$ cat config.mk
export PLATFORM = sky130hd
export DESIGN_NAME = sram_pattern_gen
export DESIGN_NICKNAME = d
export VERILOG_FILES = /design/src/rtl/sram_test_pkg.sv /design/src/rtl/sram_pattern_gen.sv
export SDC_FILE = /design/constraint.sdc
export NUM_CORES = 1
export LEC_CHECK = 0
export ABC_AREA = 1
export BUFFER_PORTS_ARGS = -buffer_cell sky130_fd_sc_hd__buf_2
export CORE_AREA = 2 2 39 41
export DETAILED_ROUTE_END_ITERATION = 16
export DIE_AREA = 0 0 41 43
export PLACE_DENSITY = 0.56
export SYNTH_ARGS = -nofsm -noshare
export SYNTH_HDL_FRONTEND = slang
export SYNTH_SLANG_ARGS = --single-unit
$ cat constraint.sdc
create_clock -name vclk -period 2.59
set_input_delay 0.259 -clock vclk [all_inputs]
set_output_delay 0.259 -clock vclk [all_outputs]
set_load 0.01 [all_outputs]
$ cat src/rtl/sram_test_pkg.sv
// sram_test_pkg: shared definitions for the SRAM pattern tester.
//   state_t      - controller FSM states
//   mode_t       - pattern select encodings (ADDR, CHECKER, WALK, ALL)
//   CHK_EVEN/ODD - checkerboard words, sliced to DATA_W by the generator
//   ERR_CNT_W    - width of the mismatch counter
package sram_test_pkg;

  typedef enum logic [2:0] {
    ST_IDLE,
    ST_WRITE,
    ST_READ,
    ST_COMPARE,
    ST_DONE
  } state_t;

  typedef enum logic [1:0] {
    MODE_ADDR    = 2'd0,
    MODE_CHECKER = 2'd1,
    MODE_WALK    = 2'd2,
    MODE_ALL     = 2'd3
  } mode_t;

  localparam logic [31:0] CHK_EVEN = 32'h5555_5555;
  localparam logic [31:0] CHK_ODD  = 32'hAAAA_AAAA;

  localparam int ERR_CNT_W = 16;

endpackage

$ cat src/rtl/sram_pattern_gen.sv
// sram_pattern_gen: combinational test-data generator.
//   pattern - ADDR / CHECKER / WALK (ALL is never presented here)
//   pass    - 0: true pattern, 1: bitwise inverse
//   addr    - low DATA_W bits of the current SRAM address
//   data    - expected / write data word
module sram_pattern_gen
  import sram_test_pkg::*;
#(
  parameter int DATA_W = 8
) (
  input  mode_t             pattern,
  input  logic              pass,
  input  logic [DATA_W-1:0] addr,
  output logic [DATA_W-1:0] data
);

  localparam int IDX_W = $clog2(DATA_W);

  logic [DATA_W-1:0] w_base;

  always_comb begin
    w_base = '0;
    case (pattern)
      MODE_CHECKER: w_base = addr[0] ? CHK_ODD[DATA_W-1:0] : CHK_EVEN[DATA_W-1:0];
      MODE_WALK:    w_base = DATA_W'(1) << addr[IDX_W-1:0];
      default:      w_base = addr;
    endcase
    data = pass ? ~w_base : w_base;
  end

endmodule

---- Yosys cells after proc, flatten, opt, wreduce, memory -nomap -nowiden ----
Index checks and enable logic that the tools add are counted.
operators by class
  equal/unequal tests ..................... 2
  shift operators ......................... 1
  muxes and demuxes ....................... 3
  bitwise logic cells ..................... 1
operator list
  kind                                              count
  two-way mux 8 bit                                 2
  one-hot mux 8 bit (2 select lines)                1
  NOT 8 bit                                         1
  left shift 1 x 3 -> 8 bit (first input constant)  1
  == test 2 x 1 -> 1 bit (second input constant)    1
  == test 2 bit (second input constant)             1
word-level totals
  register bits after elaboration ......... 0
  input port bits ......................... 11
  output and inout port bits .............. 8
  word-level logic and storage cells ...... 7

---- Logic depth before layout (Yosys ltp) ----
Gate-level depths: netlist (run 1).
  depth after elaboration ................. 4
  gate-level depth with buffers ........... 9
  depth with buffers taken out ............ 9

---- Worst setup path after synthesis (run 1) ----
Ideal clock, no wire load.
  path type ............................... input-to-output
  start ................................... input port pattern[0]
  end ..................................... output port data[1]
  data arrival time ....................... 1.218 ns
  data required time ...................... 2.331 ns
  path slack .............................. 1.113 ns
  stages on the path ...................... 8
  path buffers ............................ 1
  cells stage by stage .................... inv_1 ha_1 buf_6 a21oi_1 nand2_1 nand2_1 nand2_1 nand2_1
on the way
  word-level cells in the longest chain between the ends .. 4
  elaborated cells between the ends (all ways) .. 5
  classes of those cells .................. eq/ne: 2; mux: 2; bitwise: 1
RTL lines
  element                                                         RTL line                source
  start, declared                                                 sram_pattern_gen.sv:11  input mode_t pattern,
  == test 2 bit / == test 2 x 1 -> 1 bit (equally long branches)  sram_pattern_gen.sv:23  case (pattern)
  one-hot mux 8 bit (2 select lines) (*)                          sram_pattern_gen.sv:23
  NOT 8 bit                                                       sram_pattern_gen.sv:28  data = pass ? ~w_base : w_base;
  two-way mux 8 bit (*)                                           sram_pattern_gen.sv:28
  end, declared                                                   sram_pattern_gen.sv:14  output logic [DATA_W-1:0] data
Every way passes the cells marked *; elsewhere a longest branch is shown, timed or not.

---- Worst setup path in the final report (run 1) ----
  start ................................... input port pattern[0]
  end ..................................... output port data[3]
Same word-level chain as after synthesis.

==> results of run 1 <==
[synth_stat cells (all sizes together)]
master	number
ha	3
a21oi	2
nor2	4
nand2	48
buf	2
inv	14
nand3	8
nand4	2
[power by group through the flow]
stage          Combinational, uW  Sequential (uW)  Clock [uW]
5_1_grt                      119                0           0
6_report                     103                0           0
3_5_place_dp                 104                0           0
3_3_place_gp                 103                0           0
4_1_cts                      104                0           0
2_1_floorplan               72.2                0           0
[per-stage QoR]
| stage | power [uW] | cells |
|---|---|---|
| 2_1_floorplan | 72.2 | 83 |
| 3_3_place_gp | 103 | 116 |
| 3_5_place_dp | 104 | 116 |
| 4_1_cts | 104 | 116 |
| 5_1_grt | 119 | 116 |
| 6_report | 103 | 116 |
[cells in the final DEF, fill, tap and decap left out]
master and n:
nand4_1 2, a21oi_1 1, ha_1 3, nand2_1 48, a21oi_4 1, nor2_1 4
nand3_1 8, inv_1 14, buf_2 19
[routing by layer]
metal / GRT usage [%] / routed length [um] / up-vias
met5: 0 / 0 / -
met4: 0 / 0 / 0
met3: 0 / 27 / 0
met2: 20.3 / 419 / 8
met1: 13.6 / 434 / 211
li1: - / - / 283
[layout make-up]
cell class	instances	area share [%]
well taps	16	4.22
inverters	14	11.1
multi-input cells	67	64.6
repair buffers	19	20.1
[final timing paths]
path                    from      end
setup / recovery  pattern[0]  data[3]
hold / removal          pass  data[6]
[worst max-delay path: cells and delay by family]
kind | cells | cell delay [ns]
AO/OA/AOI/OAI | 1 | 0.29
AND/OR/NAND/NOR | 4 | 0.28
adder cells (fa/ha/maj) | 1 | 0.44
buffers and inverters | 3 | 0.26
[logic make-up (layout without fill, tap and decap cells)]
| kind of cell | after synthesis | in the layout | share of synthesized area (%) |
|---|---|---|---|
| and+or+nand+nor | 62 | 62 | 66.0 |
| buffers and inverters | 16 | 33 | 18.3 |
| adders and majority gates | 3 | 3 | 10.0 |
| AOI/OAI and AO/OA | 2 | 2 | 5.67 |
==> out/results.txt, run 1 <==
status: complete, no violations
setup_tns: 0 ns
Required @ worst endpoint: 2.33 ns
mean post-synth cell area: 4.52 sq um
max-slew violations: 0
Synth area leader: nand2_1
clock buf count: 0
clock share of power: 0%
Seq cells: 0
DRT Wirelength: 881 um
CTS resizes: 0
All-Layer GR Usage: 10.8%
post-synthesis sequential area ratio: 0%
initial antenna violation count: 0
first-iteration detailed-routing DRC count: 6
Initial Util: 27.1%
dpl ws: 0.791 ns
hold depth: 4
number of max-cap violations: 0
critical path fanouts, max: 10
Synth Cell Area: 375 sq um
fin crit period: 1.79 ns
hold buffers post-CTS: 0
Die X: 41 um
Crit path arrival time: 1.53 ns
Yosys cell types: 10
sequential share of power: 0%
# IOs: 19
share of layout cells above drive strength 1: 20.0%
top post-synthesis cells by area: nand2_1 48%, inv_1 14%, nand3_1 11%
Gate power share: 100.0%
ANT nets after route: 0
Reg area: 0 sq um
HP Class: in -> out
# Post-CTS Setup Buffers: 0
GP Congestion: 0.838
Die H: 43 um
post-synth top area share: 48.0%
worst slew pin tran: 0.365 ns
DR pass1 iterations: 4
Via density: 4.33
Final Hold Fails: 0
aggregate global routing overflow: 0
area post-placement: 474 sq um
PortBufs: 19
vias in the first global route: 395
nets: 116
fmax: 0.559 GHz
Net Count, Synth: 97
Rows: 14
crit path setup slack, layout: 0.802 ns
DRC violations left: 0
Layout area overhead: 26.3%
Die Footprint: 1760 sq um
crit path cell chain: buf_2 -> inv_1 -> ha_1 -> a21oi_1 -> nand2_1 -> nand2_1 -> nand2_1 -> nand2_1 -> buf_2
slowest CP cell: ha_1
Fillers: 163
HPWL Detailed: 739 um
final setup vio count: 0
Finished Cell Area: 474 sq um
worst vdd ir: 59.8 uV
Leakage: 0.000340 uW
P_int: 40.4 uW
Final Cycle Share: 69.0%
CP max stage delay: 0.44 ns
final core utilization: 34.3%
post-synthesis cell count: 83
crit path kind: in -> out
antenna cells: 0
Syn. warnings: 0
RSZ-0062 raised after global routing: no
Crit path top cell by count: nand2_1
first-pass GRT wire length: 1.45 mm
Core ar.: 1380 sq um
area of the multi-input gates: 307 sq um
hold slack: 0.912 ns
pwr dens: 217 nW/um^2
max_slew headroom: 75.7%
Via Count: 502
Sw Pwr: 62.5 uW
routed wire length per instance: 7.59 um
startpoint types: primary input
largest net degree at the start of global routing: 11
Sw Ratio: 60.7%
Worst setup EP type: primary output
(Power assumes the default switching activity.)
==> run 2: changes to the inputs <==
PLACE_DENSITY = 0.58   (was 0.56)
clock period = 1.4 ns   (was 2.59 ns; I/O delays follow)
==> run 2 against run 1 <==
Net effect: non-clock buffer count is 1 higher; worst hold slack worse by 0.24 ns; flip-flop and latch count stayed put; clock-buffer cell count stayed put; routed wire length is 0.91% lower; total power is 100% higher; highest routed layer unchanged.
==> out/results.txt, run 2 (synthesized netlist as in run 1, its figures left out) <==
status: complete, no violations
routed wire length per instance: 7.46 um
DRC violations left: 0
area post-placement: 482 sq um
nets: 117
All-Layer GR Usage: 11.0%
antenna cells: 0
Worst setup EP type: primary output
Final Cycle Share: 92.9%
P_int: 86.4 uW
DR pass1 iterations: 3
share of layout cells above drive strength 1: 25.7%
fin crit period: 1.30 ns
CP max stage delay: 0.25 ns
commonest cells after routing, fill and taps aside: 48 x nand2_1, 19 x buf_2, 14 x inv_1
worst vdd ir: 140 uV
Finished Cell Area: 523 sq um
GP Congestion: 0.850
Sw Pwr: 123 uW
crit path cell chain: buf_2 -> inv_1 -> ha_4 -> buf_4 -> nand2_1 -> nand2_1 -> nand2_1 -> nand2_1 -> buf_2
final cell count without fillers: 117
PortBufs: 19
Via density: 4.21
startpoint types: primary input
final setup vio count: 0
Crit path top cell by count: nand2_1
HPWL Detailed: 724 um
Sw Ratio: 58.8%
Rows: 14
Crit path arrival time: 1.16 ns
final core utilization: 37.8%
pwr dens: 401 nW/um^2
Crit. Startpoint: pattern[0]
critical path fanouts, max: 8
Post-Place Cells: 117
first-iteration detailed-routing DRC count: 3
Seq cells: 0
largest net degree at the start of global routing: 10
Gate power share: 100.0%
slowest CP cell: ha_4
Initial Util: 27.1%
Core ar.: 1380 sq um
max-slew violations: 0
fmax: 0.769 GHz
crit path kind: in -> out
# IOs: 19
Worst Setup EP: data[1]
Leakage: 0.000345 uW
Reg area: 0 sq um
clock buf count: 0
Die Footprint: 1760 sq um
Required @ worst endpoint: 1.26 ns
aggregate global routing overflow: 0
overall power: 210 uW
sequential share of power: 0%
max_slew headroom: 84.5%
Die H: 43 um
number of max-cap violations: 0
ANT nets after route: 0
hold depth: 4
initial antenna violation count: 0
Die X: 41 um
Final Hold Fails: 0
Via Count: 493
DRT Wirelength: 873 um
clock share of power: 0%
first-pass GRT wire length: 1.46 mm
Layout area overhead: 39.3%
HP Class: in -> out
worst slew pin tran: 0.232 ns
commonest non-fill, non-tap cell in the layout: nand2_1
vias in the first global route: 372
[run 2: changes by cell type in the layout (fill, tap and decap cells not counted)]
| cell | delta |
|---|---|
| buf_4 | +1 |
| a21oi_4 | +1 |
| ha_2 | +1 |
| ha_4 | +2 |
| nor2_1 | -1 |
| ha_1 | -3 |
| nor2_2 | +1 |
| a21oi_1 | -1 |
[run 2: timing repair]
item	4_1_cts	5_1_grt
setup buffers	0	0
pin swaps	0	2
gates resized for setup	1	6
endpoints found under the setup margin	4	8
hold buffers	0	0
[run 2: worst min-delay path by stage]
stage | start | end | slack, ns
5_1_grt | pass | data[2] | 0.70
3_3_place_gp | pass | data[4] | 0.67
6_report | pass | data[6] | 0.67
4_1_cts | pass | data[4] | 0.68
3_5_place_dp | pass | data[4] | 0.68
2_1_floorplan | addr[4] | data[4] | 0.51
[run 2: area by class of cell]
type | count | area, sq um
Timing Repair Buffer | 20 | 103
Tap cell | 16 | 20.0
Multi-Input combinational cell | 67 | 348
Fill cell | 170 | 861
Inverter | 14 | 52.6
[run 2: power groups by stage]
stage / Clock, uW / Combinational [uW] / Sequential, uW
5_1_grt: 0 / 241 / 0
3_5_place_dp: 0 / 196 / 0
3_3_place_gp: 0 / 193 / 0
2_1_floorplan: 0 / 134 / 0
4_1_cts: 0 / 199 / 0
6_report: 0 / 210 / 0
[run 2: critical path, delay by kind of cell]
| kind | cells | cell delay [ns] |
|---|---|---|
| adders and majority gates | 1 | 0.25 |
| buffers and inverters | 4 | 0.54 |
| and+or+nand+nor | 4 | 0.24 |
[run 2: through the flow]
step | TNS [ns] | hold WS, ns | setup WS (ns)
2_1_floorplan | 0 | 0.512 | 0.161
3_5_place_dp | -0.0976 | 0.678 | -0.0356
6_report | 0 | 0.670 | 0.0989
5_1_grt | -0.0310 | 0.703 | -0.0310
4_1_cts | 0 | 0.679 | 0.0497
3_3_place_gp | -0.00527 | 0.672 | -0.00527
[run 2: metal layers]
| metal | up-vias | share of wire, % | GRT usage [%] |
|---|---|---|---|
| li1 | 287 | - | - |
| met4 | 0 | 0 | 0 |
| met5 | - | 0 | 0 |
| met3 | 0 | 3.6 | 0 |
| met2 | 7 | 48 | 19.1 |
| met1 | 199 | 49 | 15.5 |
